`src/rtl/btn_conditioner.sv`:
```
// btn_conditioner: per-button synchronizer, debounce filter, press-edge
// detector, optional hold-to-repeat, and a sticky CPU-acknowledged event bit.
module btn_conditioner #(
  parameter int                N_BTN           = 4,
  parameter int                DEBOUNCE_CYCLES = 1_000_000,
  parameter int                REPEAT_DELAY    = 25_000_000,
  parameter int                REPEAT_PERIOD   = 5_000_000,
  parameter logic [N_BTN-1:0]  REPEAT_MASK     = 4'b1110
) (
  input  logic             clk,
  input  logic             reset_rtl_0,
  input  logic [N_BTN-1:0] btn_n,
  output logic [N_BTN-1:0] level_o,
  output logic [N_BTN-1:0] press_o,
  output logic [N_BTN-1:0] event_o,
  input  logic [N_BTN-1:0] ack_i
);

  localparam int DB_W   = $clog2(DEBOUNCE_CYCLES);
  localparam int RC_MAX = (REPEAT_DELAY > REPEAT_PERIOD) ? REPEAT_DELAY : REPEAT_PERIOD;
  localparam int RC_W   = (RC_MAX > 1) ? $clog2(RC_MAX) : 1;

  localparam logic [DB_W-1:0] DB_LAST = DB_W'(DEBOUNCE_CYCLES - 1);
  localparam logic [RC_W-1:0] RD_LAST = RC_W'(REPEAT_DELAY - 1);
  localparam logic [RC_W-1:0] RP_LAST = RC_W'(REPEAT_PERIOD - 1);

  typedef enum logic [1:0] {
    IDLE       = 2'd0,
    HOLD_DELAY = 2'd1,
    REPEATING  = 2'd2
  } rpt_state_t;

  for (genvar i = 0; i < N_BTN; i++) begin : g_btn
    logic             sync_p0;
    logic             sync_p1;
    logic             pressed;
    logic             stable;
    logic [DB_W-1:0]  db_cnt;
    logic             accept;
    logic             press_edge;
    logic             held;
    rpt_state_t       state;
    rpt_state_t       state_nxt;
    logic [RC_W-1:0]  rpt_cnt;
    logic [RC_W-1:0]  rpt_cnt_nxt;
    logic             rpt_pulse;
    logic             press_q;
    logic             event_q;

    // Two-flop synchronizer; idles at 1 (released) out of reset.
    always_ff @(posedge clk) begin
      if (reset_rtl_0) begin
        sync_p0 <= 1'b1;
        sync_p1 <= 1'b1;
      end else begin
        sync_p0 <= btn_n[i];
        sync_p1 <= sync_p0;
      end
    end

    assign pressed    = ~sync_p1;
    // The filter accepts a change on the edge where the run of disagreeing
    // samples reaches its full length.
    assign accept     = (pressed != stable) && (db_cnt == DB_LAST);
    assign press_edge = accept & pressed;
    // Debounced level as it will be after this edge; lets a release that is
    // accepted this edge suppress a coincident repeat pulse.
    assign held       = accept ? pressed : stable;

    // Debounce: count consecutive samples disagreeing with the accepted level.
    always_ff @(posedge clk) begin
      if (reset_rtl_0) begin
        stable <= 1'b0;
        db_cnt <= '0;
      end else if (pressed == stable) begin
        db_cnt <= '0;
      end else if (db_cnt == DB_LAST) begin
        stable <= pressed;
        db_cnt <= '0;
      end else begin
        db_cnt <= db_cnt + DB_W'(1);
      end
    end

    // Repeat FSM state and counter register.
    always_ff @(posedge clk) begin
      if (reset_rtl_0) begin
        state   <= IDLE;
        rpt_cnt <= '0;
      end else begin
        state   <= state_nxt;
        rpt_cnt <= rpt_cnt_nxt;
      end
    end

    // Repeat FSM next state: release (or disabled repeat) forces IDLE.
    always_comb begin
      state_nxt   = state;
      rpt_cnt_nxt = rpt_cnt;
      if (!REPEAT_MASK[i] || !held) begin
        state_nxt   = IDLE;
        rpt_cnt_nxt = '0;
      end else begin
        case (state)
          IDLE: begin
            if (press_edge) begin
              state_nxt   = HOLD_DELAY;
              rpt_cnt_nxt = '0;
            end
          end
          HOLD_DELAY: begin
            if (rpt_cnt == RD_LAST) begin
              state_nxt   = REPEATING;
              rpt_cnt_nxt = '0;
            end else begin
              rpt_cnt_nxt = rpt_cnt + RC_W'(1);
            end
          end
          REPEATING: begin
            if (rpt_cnt == RP_LAST) rpt_cnt_nxt = '0;
            else                    rpt_cnt_nxt = rpt_cnt + RC_W'(1);
          end
          default: begin
            state_nxt   = IDLE;
            rpt_cnt_nxt = '0;
          end
        endcase
      end
    end

    // Repeat FSM output: pulse when the active interval expires while held.
    always_comb begin
      rpt_pulse = 1'b0;
      if (held) begin
        case (state)
          HOLD_DELAY: rpt_pulse = (rpt_cnt == RD_LAST);
          REPEATING:  rpt_pulse = (rpt_cnt == RP_LAST);
          default:    rpt_pulse = 1'b0;
        endcase
      end
    end

    // Registered press pulse and sticky event; a set beats a coincident ack.
    always_ff @(posedge clk) begin
      if (reset_rtl_0) begin
        press_q <= 1'b0;
        event_q <= 1'b0;
      end else begin
        press_q <= press_edge | rpt_pulse;
        event_q <= press_q | (event_q & ~ack_i[i]);
      end
    end

    assign level_o[i] = stable;
    assign press_o[i] = press_q;
    assign event_o[i] = event_q;
  end

endmodule

```
`config.mk`:
```
export PLATFORM = sky130hd
export DESIGN_NAME = btn_conditioner
export DESIGN_NICKNAME = d
export VERILOG_FILES = /design/src/rtl/btn_conditioner.sv
export SDC_FILE = /design/constraint.sdc
export NUM_CORES = 1
export LEC_CHECK = 0
export ABC_AREA = 1
export CAP_MARGIN = 20
export CORE_ASPECT_RATIO = 1.25
export CORE_UTILIZATION = 55
export DETAILED_ROUTE_END_ITERATION = 7
export GPL_ROUTABILITY_DRIVEN = 0
export GPL_TIMING_DRIVEN = 1
export PLACE_DENSITY_LB_ADDON = 0.05
export SLEW_MARGIN = 20
export SYNTH_ARGS = -nofsm -noshare
export SYNTH_HDL_FRONTEND = slang
export SYNTH_SLANG_ARGS = --single-unit
```
`constraint.sdc`:
```
create_clock -name clk -period 1.5 [get_ports clk]
set_input_delay 0.15 -clock clk [delete_from_list [all_inputs] [get_ports clk]]
set_output_delay 0.15 -clock clk [all_outputs]
set_load 0.01 [all_outputs]
```
==> metrics.csv <==
stage;metric;value;unit
outcome;status;complete, but fails checks;
outcome;failing checks;setup timing;
detailed_routing;Routed WL;32.0;mm
final_layout;Final Cell Area;0.0152;mm2
sta;min Tclk post-route;1.76;ns
logic_synthesis;Post-synth ARST share;0;%
logic_synthesis;Mapped Area;0.0102;mm2
sta;WHS;0.274;ns
detailed_routing;routed vias/inst;5.44;
final_layout;Final #Nets;1889;
critical_path;critical path endpoint category;flop;
logic_synthesis;Seq/Total Area, Yosys;35.5;%
logic_synthesis;Top FF cell, synth;dfxtp_1;
global_routing;initial antenna violation count;0;
critical_path;Crit Path Class;flop to flop;
placement;pre-CTS WS;-0.206;ns
critical_path;CP bufs+invs;2;
critical_path;Critical Path RT;1.85;ns
clock_network;Root Driver;clkbuf_16;
sta;Setup Viol. Count Final;111;
logic_synthesis;Mapped Nets;1579;
critical_path;crit-path max FO;4;
clock_network;CTS tree;yes;
floorplan;Rows;55;
min_path;worst hold path class;primary input to flop;
sta;f_max;567;MHz
detailed_routing;DRC viols;0;
critical_path;CP peak stage delay;0.35;ns
final_layout;Inserted Diodes;0;
clock_network;H-tree levels;4;
sta;clk_skew;0.0117;ns
logic_synthesis;Yosys reg bits;181;
critical_path;Worst setup SP type;flop;
logic_synthesis;syn_area_per_cell;6.59;um2
final_layout;most common cell after layout, fill and taps aside;nand2_1;
clock_network;Clock Pin Slew Worst Setup and Hold Paths;0.07;ns
clock_network;TritonCTS Buffers;17;
detailed_routing;vias;11400;
placement;Port Buf Inserts;21;
critical_path;critical path data arrival time;2.11;ns
clock_network;Worst-Skew Late Latency;0.44;ns
sta;max-slew violation count;0;
floorplan;Initial Utilization;56.2;%
sta;final hold viol count;0;
power_and_ir_drop;VDD IR max;0.000845;V
critical_path;Top delay family on crit path;simple AND/OR/NAND/NOR gates;
clock_network;hold buffer count at cts;0;
clock_network;Max Root-Sink Buffers;2;
detailed_routing;1st-iter DRT viols;664;
sta;part of the cycle the worst path needs;118;%
clock_network;CTS sink cnt;181;
global_routing;vias in the first global route;10500;
sta;worst-margin pin slew;0.420;ns
logic_synthesis;post-synthesis cell count;1550;
global_routing;GRT Total Usage;29.6;%
critical_path;Worst path slowest cell;dfxtp_2;
power_and_ir_drop;power per cell area;622;mW/mm2
floorplan;Die Y;154;um
detailed_routing;wire length per cell;15.3;um
floorplan;Core Area;0.0182;mm2
sta;RSZ-0062 raised after global routing;yes;
detailed_routing;TritonRoute pass-1 iters;7;
detailed_routing;Post-DRT Antenna Nets;0;
critical_path;CP Cell Sequence;ha_4, nand2_2, inv_2, nand3_4, nor2_4, nand3_4, buf_6, a21oi_2, a21oi_1, nor2_1;
final_layout;layout cells sized above 1;37.1;%
final_layout;final design utilization;83.6;%
placement;Post-DP Area;0.0125;mm2
sta;relative slew slack;71.7;%
critical_path;CP most frequent cell;nand3_4;
global_routing;global route overflow;0;
floorplan;Die Span X;124;um
power_and_ir_drop;Leakage;6.10;nW
global_routing;largest net degree at the start of global routing;21;
floorplan;DIE AREA;0.0191;mm2
final_layout;area grow syn2layout;48.7;%
floorplan;IO Pins;22;
final_layout;commonest cells after routing, fill and taps aside;nand2_1 (310), buf_4 (253), nor2_1 (227), inv_1 (177), dfxtp_1 (142);
sta;Setup WS post-layout;-0.263;ns
logic_synthesis;Synth warnings;0;
logic_synthesis;distinct cell type count after synthesis;43;
logic_synthesis;number of flops mapped to enable cells by yosys;0;
flow_run;Max-cap violations;0;
placement;DPL Wire Length;18.7;mm
global_routing;first-pass GRT wire length;46.1;mm
-- final timing paths --
check / slack [ns] / startpoint / endpoint / depth (start not counted)
max: -0.26 / g_btn[1].db_cnt[1]$_SDFF_PP0_ / g_btn[1].rpt_cnt[0]$_SDFFE_PP0P_ / 10
min: 0.27 / btn_n[2] / g_btn[2].sync_p0$_SDFF_PP1_ / 2
max reg2reg: -0.26 / g_btn[1].db_cnt[1]$_SDFF_PP0_ / g_btn[1].rpt_cnt[0]$_SDFFE_PP0P_ / 10
min reg2reg: 0.41 / g_btn[3].sync_p0$_SDFF_PP1_ / g_btn[3].sync_p1$_SDFF_PP1_ / 1
-- synthesized netlist by cell type, types with 8 or more instances --
library cell	instances	area (um2)
nand3_1	152	761
or2_2	12	75.1
xor2_1	44	385
clkbuf_1	8	30.0
inv_1	194	728
nand2_1	371	1390
nor2_1	271	1020
nor3_1	36	180
a21oi_1	65	325
ha_1	19	238
buf_4	16	120
o21ai_0	19	95.1
buf_2	10	50.1
nor2_2	18	113
nor3b_1	8	60.1
dfxtp_1	181	3620
xnor2_1	15	131
nand3b_1	8	60.1
nand4_1	29	181
nand2_2	10	62.6
nor4_1	11	68.8
-- worst register-to-register path, stage by stage, from the launching register on --
cell	delay, ns
dfxtp_2	0.35
ha_4	0.14
nand2_2	0.05
inv_2	0.07
nand3_4	0.08
nor2_4	0.18
nand3_4	0.13
buf_6	0.15
a21oi_2	0.23
a21oi_1	0.12
nor2_1	0.18
-- timing repair --
action | 4_1_cts | 5_1_grt
gates cloned | 10 | 5
pin swaps | 80 | 89
hold endpoints to repair | 0 | 0
setup endpoints to repair | 133 | 161
setup buffers | 18 | 32
resized for setup | 180 | 232
-- logic make-up after synthesis --
| kind of cell | share of synthesized area [%] |
|---|---|
| flip-flops | 35.5 |
| AO/OA/AOI/OAI | 5.64 |
| AND/OR/NAND/NOR | 41.5 |
| buffers and inverters | 9.99 |
| adder cells (fa/ha/maj) | 2.33 |
| XOR/XNOR | 5.06 |
-- flip-flops by register name, summed over array words and instances, names as in the netlist --
name,flops
g_btn.state,6
g_btn.press_q,4
g_btn.rpt_cnt,75
g_btn.sync_p0,4
g_btn.event_q,4
g_btn.stable,4
g_btn.sync_p1,4
g_btn.db_cnt,80
-- where the power goes --
part / switching (mW) / internal [mW] / leakage [nW]
Sequential: 0.00961 / 4.80 / 1.48
Combinational: 0.0677 / 0.0673 / 4.34
Clock: 2.11 / 2.38 / 0.279
Total: 2.19 / 7.25 / 6.10
-- final cells by class --
class,instances,area [um2]
multi-input combinational,1133,6960
clock inverter,13,140
timing repair buffer,326,2880
inverter,201,787
sequential,181,3690
clock buffer,18,439
tap,228,285
fill,1082,2990
-- metal layers --
metal	track usage [%]	part of all wire (%)
met4	13.9	5.2
met5	0	0
met3	4.68	4.0
met2	54.3	53
met1	32.6	38
-- metrics by stage --
step | total power, mW | setup TNS [ns] | cells
final | 9.44 | -16.16 | 2100
after global routing | 9.66 | -27.52 | 2100
after CTS | 9.46 | -6.74 | 2065
after detailed placement | 5.05 | -13.07 | 2006
after global placement | 5.04 | -10.10 | 2006
after floorplan | 4.98 | -1.37 | 1550
Power figures use the tool's default switching activity.
